## config.mk

```make
export PLATFORM = sky130hd
export DESIGN_NAME = spi_cfg_bank_flat
export DESIGN_NICKNAME = d
export VERILOG_FILES = /design/src/rtl/spi_cfg_pkg.sv /design/src/rtl/spi_cfg_bank_if.sv /design/src/rtl/spi_pin_sync.sv /design/src/rtl/spi_cfg_bank.sv /design/src/flat_wrapper.sv
export SDC_FILE = /design/constraint.sdc
export NUM_CORES = 1
export LEC_CHECK = 0
export ABC_AREA = 1
export CORE_AREA = 3 3 191 193
export CTS_BUF_LIST = sky130_fd_sc_hd__clkbuf_4
export CTS_CLUSTER_SIZE = 28
export DETAILED_ROUTE_END_ITERATION = 10
export DIE_AREA = 0 0 194 196
export PLACE_DENSITY = 0.7
export SLEW_MARGIN = 15
export SYNTH_ARGS = -nofsm -noshare
export SYNTH_HDL_FRONTEND = slang
export SYNTH_SLANG_ARGS = --single-unit
```

## constraint.sdc

```tcl
create_clock -name clk -period 2.8 [get_ports clk]
set_input_delay 0.56 -clock clk [delete_from_list [all_inputs] [get_ports clk]]
set_output_delay 0.56 -clock clk [all_outputs]
set_load 0.05 [all_outputs]
```

## src/rtl/spi_cfg_pkg.sv

```systemverilog
// rtl/spi_cfg_pkg.sv - shared types and constants for the SPI configuration bank
package spi_cfg_pkg;

    typedef enum logic [2:0] {
        IDLE,
        CMD,
        WDATA,
        RDATA,
        ERR
    } cfg_state_t;

    localparam logic CMD_WRITE = 1'b0;
    localparam logic CMD_READ  = 1'b1;

    // Command header length: one R/W bit followed by the address bits.
    function automatic int frame_cmd_len(input int addr_w);
        return 1 + addr_w;
    endfunction

endpackage

```

## src/rtl/spi_cfg_bank_if.sv

```systemverilog
// rtl/spi_cfg_bank_if.sv - SPI programming pin bundle
// SCLK/CS/SDI: master to slave, CS active low.
// SDO/SDO_OE: slave to master readback data and its output enable.
interface spi_cfg_bank_if;
    logic SCLK;
    logic CS;
    logic SDI;
    logic SDO;
    logic SDO_OE;

    modport master (output SCLK, output CS, output SDI, input SDO, input SDO_OE);
    modport slave  (input SCLK, input CS, input SDI, output SDO, output SDO_OE);
endinterface

```

## src/rtl/spi_pin_sync.sv

```systemverilog
// rtl/spi_pin_sync.sv - 2-FF pin synchroniser with registered edge detect
// clk, reset : system clock, synchronous active-high reset
// pin        : asynchronous input pin
// level      : synchronised level
// rise, fall : single-cycle edge pulses, aligned with level
module spi_pin_sync #(
    parameter logic RST_VAL = 1'b0
) (
    input  logic clk,
    input  logic reset,
    input  logic pin,
    output logic level,
    output logic rise,
    output logic fall
);
    logic meta;
    logic sync_q;
    logic prev;

    always_ff @(posedge clk) begin
        if (reset) begin
            meta   <= RST_VAL;
            sync_q <= RST_VAL;
            prev   <= RST_VAL;
        end else begin
            meta   <= pin;
            sync_q <= meta;
            prev   <= sync_q;
        end
    end

    assign level = sync_q;
    assign rise  = sync_q & ~prev;
    assign fall  = ~sync_q & prev;
endmodule

```

## src/rtl/spi_cfg_bank.sv

```systemverilog
// rtl/spi_cfg_bank.sv - oversampled SPI mode-0 slave holding a bank of configuration registers
// clk, reset : system clock, synchronous active-high reset
// spi        : SCLK/CS/SDI in, SDO/SDO_OE out (readback)
// cfg_data   : live register image, register i at [i*REG_W +: REG_W]
// cfg_update : one-cycle pulse when a write frame commits
// frame_err  : one-cycle pulse when a frame is discarded
module spi_cfg_bank
    import spi_cfg_pkg::*;
#(
    parameter int NUM_REGS = 8,
    parameter int REG_W    = 16,
    parameter logic [NUM_REGS*REG_W-1:0] RESET_VAL = '0
) (
    input  logic                      clk,
    input  logic                      reset,
    spi_cfg_bank_if.slave             spi,
    output logic [NUM_REGS*REG_W-1:0] cfg_data,
    output logic                      cfg_update,
    output logic                      frame_err
);
    localparam int ADDR_W  = $clog2(NUM_REGS);
    localparam int CMD_LEN = frame_cmd_len(ADDR_W);
    localparam int PTR_W   = ADDR_W + 1;
    localparam int CNT_MAX = (REG_W > CMD_LEN) ? REG_W : CMD_LEN;
    localparam int CNT_W   = $clog2(CNT_MAX);
    localparam logic [PTR_W-1:0] NREGS_P   = PTR_W'(NUM_REGS);
    localparam logic [CNT_W-1:0] CMD_LAST  = CNT_W'(CMD_LEN - 1);
    localparam logic [CNT_W-1:0] WORD_LAST = CNT_W'(REG_W - 1);

    logic       sclk_rise, sclk_fall, sclk_lvl_unused;
    logic       cs_lvl, cs_rise, cs_fall;
    logic       sdi_lvl;
    logic [1:0] sdi_edges_unused;

    spi_pin_sync #(.RST_VAL(1'b0)) u_sync_sclk (
        .clk(clk), .reset(reset), .pin(spi.SCLK),
        .level(sclk_lvl_unused), .rise(sclk_rise), .fall(sclk_fall)
    );
    spi_pin_sync #(.RST_VAL(1'b1)) u_sync_cs (
        .clk(clk), .reset(reset), .pin(spi.CS),
        .level(cs_lvl), .rise(cs_rise), .fall(cs_fall)
    );
    spi_pin_sync #(.RST_VAL(1'b0)) u_sync_sdi (
        .clk(clk), .reset(reset), .pin(spi.SDI),
        .level(sdi_lvl), .rise(sdi_edges_unused[0]), .fall(sdi_edges_unused[1])
    );

    cfg_state_t state, state_n;

    logic [REG_W-1:0]   live  [NUM_REGS];
    logic [REG_W-1:0]   stage [NUM_REGS];
    logic [1:0]         warm;
    logic               armed;
    logic [CNT_W-1:0]   cnt;
    logic [PTR_W-1:0]   ptr;
    logic               got_word;
    logic               rd_over;
    logic               sdo_q;
    logic [CMD_LEN-2:0] cmd_sr;
    logic [REG_W-2:0]   wsr;
    logic [REG_W-1:0]   rsr;

    logic [CMD_LEN-1:0] cmd_bits;
    logic [PTR_W-1:0]   cmd_addr;
    logic [REG_W-1:0]   wr_word;
    logic [REG_W-1:0]   rd_word;
    logic               do_start, do_commit, do_err;
    logic               cmd_bit, wr_bit, rd_fall;

    assign cmd_bits = {cmd_sr, sdi_lvl};
    assign cmd_addr = {1'b0, cmd_bits[ADDR_W-1:0]};
    assign wr_word  = {wsr, sdi_lvl};
    assign rd_word  = live[ptr[ADDR_W-1:0]];

    // CS rise wins over any SCLK edge seen in the same cycle.
    assign cmd_bit = (state == CMD) && !cs_rise && sclk_rise;
    assign wr_bit  = (state == WDATA) && (state_n == WDATA) && sclk_rise;
    assign rd_fall = (state == RDATA) && !cs_rise && sclk_fall;

    always_ff @(posedge clk) begin
        if (reset) begin
            state <= IDLE;
        end else begin
            state <= state_n;
        end
    end

    always_comb begin
        state_n   = state;
        do_start  = 1'b0;
        do_commit = 1'b0;
        do_err    = 1'b0;
        case (state)
            IDLE: begin
                if (cs_fall && armed) begin
                    state_n  = CMD;
                    do_start = 1'b1;
                end
            end
            CMD: begin
                if (cs_rise) begin
                    state_n = IDLE;
                    do_err  = (cnt != '0);
                end else if (sclk_rise && (cnt == CMD_LAST)) begin
                    if (cmd_addr >= NREGS_P) begin
                        state_n = ERR;
                    end else if (cmd_bits[CMD_LEN-1] == CMD_READ) begin
                        state_n = RDATA;
                    end else if (cmd_bits[CMD_LEN-1] == CMD_WRITE) begin
                        state_n = WDATA;
                    end else begin
                        state_n = ERR;
                    end
                end
            end
            WDATA: begin
                if (cs_rise) begin
                    state_n = IDLE;
                    if ((cnt == '0) && got_word) begin
                        do_commit = 1'b1;
                    end else begin
                        do_err = 1'b1;
                    end
                end else if (sclk_rise && (cnt == '0) && (ptr >= NREGS_P)) begin
                    state_n = ERR;
                end
            end
            RDATA: begin
                if (cs_rise) begin
                    state_n = IDLE;
                end else if (sclk_rise && rd_over) begin
                    state_n = ERR;
                end
            end
            ERR: begin
                if (cs_rise) begin
                    state_n = IDLE;
                    do_err  = 1'b1;
                end
            end
            default: state_n = IDLE;
        endcase
    end

    // Stage is a scratch copy; its contents only matter between CS fall and commit.
    always_ff @(posedge clk) begin
        if (!reset) begin
            if (do_start) begin
                stage <= live;
            end else if (wr_bit && (cnt == WORD_LAST)) begin
                stage[ptr[ADDR_W-1:0]] <= wr_word;
            end
        end
    end

    always_ff @(posedge clk) begin
        if (reset) begin
            for (int i = 0; i < NUM_REGS; i++) begin
                live[i] <= RESET_VAL[i*REG_W +: REG_W];
            end
            cfg_update <= 1'b0;
            frame_err  <= 1'b0;
            warm       <= '0;
            armed      <= 1'b0;
            cnt        <= '0;
            ptr        <= '0;
            got_word   <= 1'b0;
            rd_over    <= 1'b0;
            sdo_q      <= 1'b0;
            cmd_sr     <= '0;
            wsr        <= '0;
            rsr        <= '0;
        end else begin
            cfg_update <= do_commit;
            frame_err  <= do_err;
            // CS level is only trusted once the synchroniser holds real pin samples;
            // a frame may start only after CS has been seen high since reset.
            warm <= {warm[0], 1'b1};
            if (warm[1] && cs_lvl) begin
                armed <= 1'b1;
            end
            if (do_commit) begin
                live <= stage;
            end
            if (do_start) begin
                cnt      <= '0;
                cmd_sr   <= '0;
                got_word <= 1'b0;
                rd_over  <= 1'b0;
                sdo_q    <= 1'b0;
            end else if (cmd_bit) begin
                cmd_sr <= cmd_bits[CMD_LEN-2:0];
                if (cnt == CMD_LAST) begin
                    cnt <= '0;
                    ptr <= cmd_addr;
                end else begin
                    cnt <= cnt + CNT_W'(1);
                end
            end else if (wr_bit) begin
                wsr <= wr_word[REG_W-2:0];
                if (cnt == WORD_LAST) begin
                    cnt      <= '0;
                    ptr      <= ptr + PTR_W'(1);
                    got_word <= 1'b1;
                end else begin
                    cnt <= cnt + CNT_W'(1);
                end
            end else if (rd_fall) begin
                // The trailing SCLK fall after the last wanted bit also opens a word;
                // reading past the bank is only an error once a bit is actually clocked.
                if (cnt == '0) begin
                    if (ptr >= NREGS_P) begin
                        rd_over <= 1'b1;
                        sdo_q   <= 1'b0;
                    end else begin
                        sdo_q <= rd_word[REG_W-1];
                        rsr   <= {rd_word[REG_W-2:0], 1'b0};
                        ptr   <= ptr + PTR_W'(1);
                        cnt   <= (cnt == WORD_LAST) ? '0 : cnt + CNT_W'(1);
                    end
                end else begin
                    sdo_q <= rsr[REG_W-1];
                    rsr   <= {rsr[REG_W-2:0], 1'b0};
                    cnt   <= (cnt == WORD_LAST) ? '0 : cnt + CNT_W'(1);
                end
            end
        end
    end

    assign spi.SDO    = (state == RDATA) ? sdo_q : 1'b0;
    assign spi.SDO_OE = (state == RDATA);

    for (genvar g = 0; g < NUM_REGS; g++) begin : g_cfg
        assign cfg_data[g*REG_W +: REG_W] = live[g];
    end
endmodule

```

## src/flat_wrapper.sv

```systemverilog
// flat-port wrapper written by rule: the top's interface ports become plain ports
module spi_cfg_bank_flat import spi_cfg_pkg::*;
#(
    parameter int NUM_REGS = 8,
    parameter int REG_W    = 16,
    parameter logic [NUM_REGS*REG_W-1:0] RESET_VAL = '0
)
  (clk, reset, cfg_data, cfg_update, frame_err, spi_SCLK, spi_CS, spi_SDI, spi_SDO, spi_SDO_OE);
  spi_cfg_bank_if spi_i ();
  input  logic clk;
  input  logic reset;
  output logic [NUM_REGS*REG_W-1:0] cfg_data;
  output logic cfg_update;
  output logic frame_err;
  input wire logic [$bits(spi_i.SCLK)-1:0] spi_SCLK;
  input wire logic [$bits(spi_i.CS)-1:0] spi_CS;
  input wire logic [$bits(spi_i.SDI)-1:0] spi_SDI;
  output wire logic [$bits(spi_i.SDO)-1:0] spi_SDO;
  output wire logic [$bits(spi_i.SDO_OE)-1:0] spi_SDO_OE;
  assign spi_i.SCLK = spi_SCLK;
  assign spi_i.CS = spi_CS;
  assign spi_i.SDI = spi_SDI;
  assign spi_SDO = spi_i.SDO;
  assign spi_SDO_OE = spi_i.SDO_OE;
  spi_cfg_bank #(.NUM_REGS(NUM_REGS), .REG_W(REG_W), .RESET_VAL(RESET_VAL)) u_core (.clk(clk), .reset(reset), .spi(spi_i), .cfg_data(cfg_data), .cfg_update(cfg_update), .frame_err(frame_err));
endmodule
```

* After elaboration in Yosys (flattened, before gate mapping) *
Index checks and enable logic that the tools add are counted.
Widths: inputs -> output; s select.

cells by class
  reduce and logical (&&, ||, !) cells = 31
  multiplexer cells = 49
  order comparisons = 4
  add/sub/neg operators = 2
  equality and inequality tests = 12
  bitwise operators = 13

operator list
  kind                 number
  $mux 128             2
  $bwmux 128           1
  $mux 16              5
  $mux 4               14
  $bmux 16 s3          1
  $demux 16 s3         1
  $mux 3               9
  $logic_and 1x1->1    15
  $pmux 3 s5           1
  $mux 1               14
  $reduce_and 5->1     2
  $eq 3x2->1 const B   3
  $reduce_and 3->1     3
  $add 4x1->4 const B  2
  $ge 4x4->1 const B   2
  $not 1->1            8
  $reduce_and 6->1     1
  $reduce_bool 3->1    2
  $and 1x1->1          4
  $eq 4x2->1 const B   1
  $eq 4x4->1 const B   1
  $ge 3x4->1 const B   1
  $logic_not 4->1      1
  $lt 4x1->1 const B   1
  other kinds (14)     16

word-level totals
  output and inout bits = 132
  flip-flop bits (word level) = 317
  bits of input ports = 5

* Depth between registers and ports, before layout *
  depth after elaboration = 13
  mapped depth = 11

* Hierarchy *
A second synthesis with hierarchy kept.

unflattened totals
  cell total of the unflattened synthesis = 1629
  area total of the unflattened synthesis = 14009.7 um2

modules (own cells, without submodules)
  module                                  cells an instance  times used  area an instance (um2)
  spi_cfg_bank                            1592               1           13724.4
  spi_pin_sync at u_core.u_sync_sclk ...  12                 2           93.8
  spi_pin_sync at u_core.u_sync_cs        13                 1           97.6

* Worst setup path after synthesis *
No wires, ideal clock.

  kind = register to register
  from = register u_core.cnt[0]
  to = register u_core.stage[100] (netlist name), enable pin
  slack = 313 ps
  stages on the path, launching flop included = 8
  arrival = 2093 ps
  period minus slack after synthesis = 2487 ps
  cell sequence = dfxtp_1 inv_1 ha_1 nand3_1 nand3_2 nor2_1 o21ai_1 a21oi_1

on the way
  longest elaborated chain between the ends = 12

ends and longest elaborated chain
  item                             line                 text
  start: declaration               spi_cfg_bank.sv:54   logic [CNT_W-1:0] cnt;
  start signal: assignment         spi_cfg_bank.sv:197  cnt <= cnt + CNT_W'(1);
  start signal: assignment         spi_cfg_bank.sv:206  cnt <= cnt + CNT_W'(1);
  start signal: assignment         spi_cfg_bank.sv:219  cnt <= (cnt == WORD_LAST) ? '0 : cnt + CNT_W'(1);
  $logic_not 4->1                  spi_cfg_bank.sv:124  end else if (sclk_rise && (cnt == '0) && (ptr >= NREGS_P)) begin
  $logic_and 1x1->1 (2 in a row)   spi_cfg_bank.sv:124
  $mux 3                           spi_cfg_bank.sv:124
  $mux 3                           spi_cfg_bank.sv:117  if (cs_rise) begin
  $pmux 3 s5                       spi_cfg_bank.sv:93   case (state)
  $eq 3x2->1                       spi_cfg_bank.sv:77   assign wr_bit = (state == WDATA) && (state_n == WDATA) && sclk_rise;
  $logic_and 1x1->1 (2 in a row)   spi_cfg_bank.sv:77
  $logic_and 1x1->1 (*)            spi_cfg_bank.sv:150  end else if (wr_bit && (cnt == WORD_LAST)) begin
  $reduce_bool 2->1 (no line) (*)  --
  $reduce_and 2->1 (no line) (*)   --
  end signal: assignment           spi_cfg_bank.sv:149  stage <= live;
  end signal: indexed assignment   spi_cfg_bank.sv:151  stage[ptr[ADDR_W-1:0]] <= wr_word;
  end: declaration                 spi_cfg_bank.sv:51   logic [REG_W-1:0] stage [NUM_REGS];

Every way passes the cells marked *; elsewhere a longest branch is shown, timed or not.
A chain may end at the register's enable or synchronous reset.

* Final worst setup path *
  from = register u_core.live (netlist bit u_core.cfg_data[127])
  to = output cfg_data[127]

RTL lines
  item                              line                 text
  start: declaration                spi_cfg_bank.sv:50   logic [REG_W-1:0] live [NUM_REGS];
  start signal: indexed assignment  spi_cfg_bank.sv:159  live[i] <= RESET_VAL[i*REG_W +: REG_W];
  start signal: assignment          spi_cfg_bank.sv:183  live <= stage;
  end: declaration                  flat_wrapper.sv:12   output logic [NUM_REGS*REG_W-1:0] cfg_data;

No word-level cell between the ends.

==> flow_summary.ini <==
[status]
outcome = finished, final reports clean

[detailed_routing]
vias_per_cell = 5.509
vias = 12680
first_pass_iters = 5
drt_wl_total_mm = 45.46
drt_iter0_drc = 1607
wire_per_inst_um = 19.76
drc = 0
drtAntennaViolNets = 0

[setup_path]
end_kind = output port
cp-start-kind = flip-flop
crit_fanout = 4
r2r-start = u_core.ptr[0]
cp_num_buf_inv = 1
r2r_setup_slack_ps = 320
rr_worst_depth = 7
cp_cell_sequence = clkdlybuf4s50_1
worstReg2RegEnd = u_core.rsr[8]
worst-setup-path-type = reg2out
cpMaxStageDelayCell = clkdlybuf4s50_1
cp.required_ps = 2240
crit_family = buffers and inverters
cpPeakStageDelay_ps = 880
arrival_ps = 2110

[grt]
grt_overflow = 0
grt_pass1_wl_mm = 69.84
grt_max_degree = 191
groute.usage.overall_pct = 23.27
antenna_found_initial = 3
grt_pass1_vias = 11900

[floorplanning]
die_h_um = 196
row_count = 68
die_x_um = 194
initial_core_util_pct = 40.06
core_um2 = 34710
dieArea_um2 = 38020
io_pins = 137

[timing]
maxSlewViolCount = 0
setup_violations = 0
max_freq_ghz = 0.3750
period_needed_ps = 2667
fin_crit_sh_pct = 95.25
fin_setup_tns_ps = 0
max_slew.worst_pin.slew_ps = 864.0
rsz0062_at_grt = no
hold_viol_final = 0
slew_headroom_pct = 42.40
clock_skew_ps = 40.48

[power]
cellLeakagePower_uw = 0.006101
ir_drop_mv = 0.3101
power.density_nw_per_um2 = 555.7

[finish]
area_growth_pct = 20.54
fin_area_um2 = 16760
drive_gt1_share_pct = 12.53
nets = 1781

[placed_design]
place_congestion = 0.9562
dp_hpwl_mm = 30.31
portBuffers = 136
place_area_um2 = 15570

[flow_run]
cap_violations = 0

[clock_network]
ctsRootBufferMaster = clkbuf_4
cts_buffers = 85
clk_pin_slew_ps = 70
clock_path_buffers = 3
ctsHoldBuffers = 0
cts_tree = yes
cts_num_sinks = 316
htree_levels = 3
clk_latency_ps = 720

[hold_path]
hold_end = u_core.u_sync_sclk.meta
hold_start = spi_SCLK
min_path_cells = 3
worstHoldPathType = in2reg

[synth]
synth-seq-cells = 316
yosysTopAreaCellShare_pct = 27.64
synth_ff_type = dfxtp_1
synth_warnings = 0
synth_area_um2 = 13910
synth-edff-count = 128
synth_sequential_area_ratio_pct = 54.70
yosysTopAreaCell = edfxtp_1
ys_async_sr_fraction_pct = 0
synth_nets = 1640
syn_inst = 1631
synth.area.top_cells = edfxtp_1 28%, dfxtp_1 27%, nor2_1 8.0%, nand2_1 6.8%, o21ai_0 5.2%
synthDistinctLibCells = 37
postSynthAreaPerCell_um2 = 8.527
[flip-flops by register name, summed over array words and instances (netlist names), 2 cells and up]
signal,flops
u_core.ptr,4
u_core.cfg_data,128
u_core.warm,2
u_core.cnt,4
u_core.state,3
u_core.rsr,15
u_core.stage,128
u_core.cmd_sr,3
u_core.wsr,15
[timing repair]
item,4_1_cts,5_1_grt
pin swaps,0,0
setup buffers,0,0
cloned,0,0
setup endpoints to repair,1,1
gates resized for setup,1,1
[worst max path at each step]
stage                                     from           endpoint  slack [ps]  cells past startpoint
after floorplan                  u_core.cnt[0]  u_core.stage[100]         310                      7
after global placement           u_core.ptr[0]     u_core.rsr[14]         480                      7
after detailed placement         u_core.ptr[0]      u_core.rsr[8]         430                      7
after CTS                      u_core.state[2]         spi_SDO_OE          20                      4
after global routing      u_core.cfg_data[119]      cfg_data[119]         120                      1
final                     u_core.cfg_data[127]      cfg_data[127]         130                      1
[per-layer routing]
| layer | GRT usage [%] | wire (um) | up-vias |
|---|---|---|---|
| met5 | 0 | 26 | - |
| li1 | - | - | 5932 |
| met3 | 5.993 | 4956 | 112 |
| met4 | 9.495 | 1744 | 4 |
| met1 | 30.81 | 18240 | 5946 |
| met2 | 36.57 | 20500 | 682 |
[synth_stat cells, types with 2 or more instances]
| library cell | number |
|---|---|
| nand3_1 | 109 |
| clkinv_1 | 2 |
| buf_1 | 8 |
| clkbuf_1 | 45 |
| a211oi_1 | 33 |
| nand3_2 | 3 |
| buf_4 | 5 |
| a31oi_1 | 2 |
| xor2_1 | 3 |
| inv_1 | 86 |
| or2_2 | 17 |
| o31ai_1 | 91 |
| nor3_1 | 2 |
| nand4_1 | 50 |
| o21ai_1 | 18 |
| ha_1 | 4 |
| buf_2 | 54 |
| a21oi_1 | 55 |
| nand2_1 | 252 |
| edfxtp_1 | 128 |
| inv_2 | 8 |
| nor2_4 | 3 |
| nor2_2 | 3 |
| dfxtp_1 | 188 |
| o21ai_0 | 144 |
| buf_6 | 10 |
| nor2_1 | 298 |
[power breakdown]
part / switching, uW / internal, uW
clock: 1940 / 2490
sequential: 8.46 / 4760
combinational: 89.7 / 26.9
[cells by family (layout without fill, tap and decap cells)]
logic type                 after synthesis  in the layout  synth area share (%)
AOI/OAI and AO/OA                      345            345                 14.71
xor gates and xnor gates                 3              3                0.1890
adders and majority gates                4              4                0.3599
buffers and inverters                  220            433                 7.198
DFF                                    316            316                 54.70
other                                    0              2                     0
and+or+nand+nor                        743            743                 22.84
[stage by stage]
stage	utilization [%]	power (uW)	std cells	setup slack [ps]	hold WS, ps
floorplan	-	4947	1631	312.5	388.3
global placement	44.85	4980	2140	479.4	392.3
detailed placement	44.85	4982	2140	428.2	401.1
CTS	48.27	9363	2299	16.94	352.0
global route	48.29	9646	2301	119.0	365.8
finish	48.29	9315	2301	133.0	369.4
[cell usage in the layout, fill, tap and decap left out, drive strengths merged, types with 2 or more instances in the layout]
cell,instances
xor2,3
o31ai,91
buf,42
clkbuf,144
nor2,304
nand3,112
dfxtp,188
a31oi,2
edfxtp,128
clkinv,13
ha,4
inv,97
nand2,253
nand4,50
bufinv,2
diode,2
a211oi,33
a21oi,55
clkdlybuf4s50,133
nor3,3
o21ai,162
or2,17
[cell type report]
| class | instances | area, um2 |
|---|---|---|
| Tap cell | 455 | 569.3 |
| Multi-Input combinational cell | 1095 | 5309 |
| Fill cell | 3332 | 17950 |
| Inverter | 97 | 366.6 |
| Antenna cell | 2 | 5.005 |
| Timing Repair Buffer | 177 | 1715 |
| Clock inverter | 15 | 108.9 |
| Sequential cell | 316 | 7609 |
| Clock buffer | 144 | 1081 |
No activity file was read; power rests on OpenSTA's default activity.
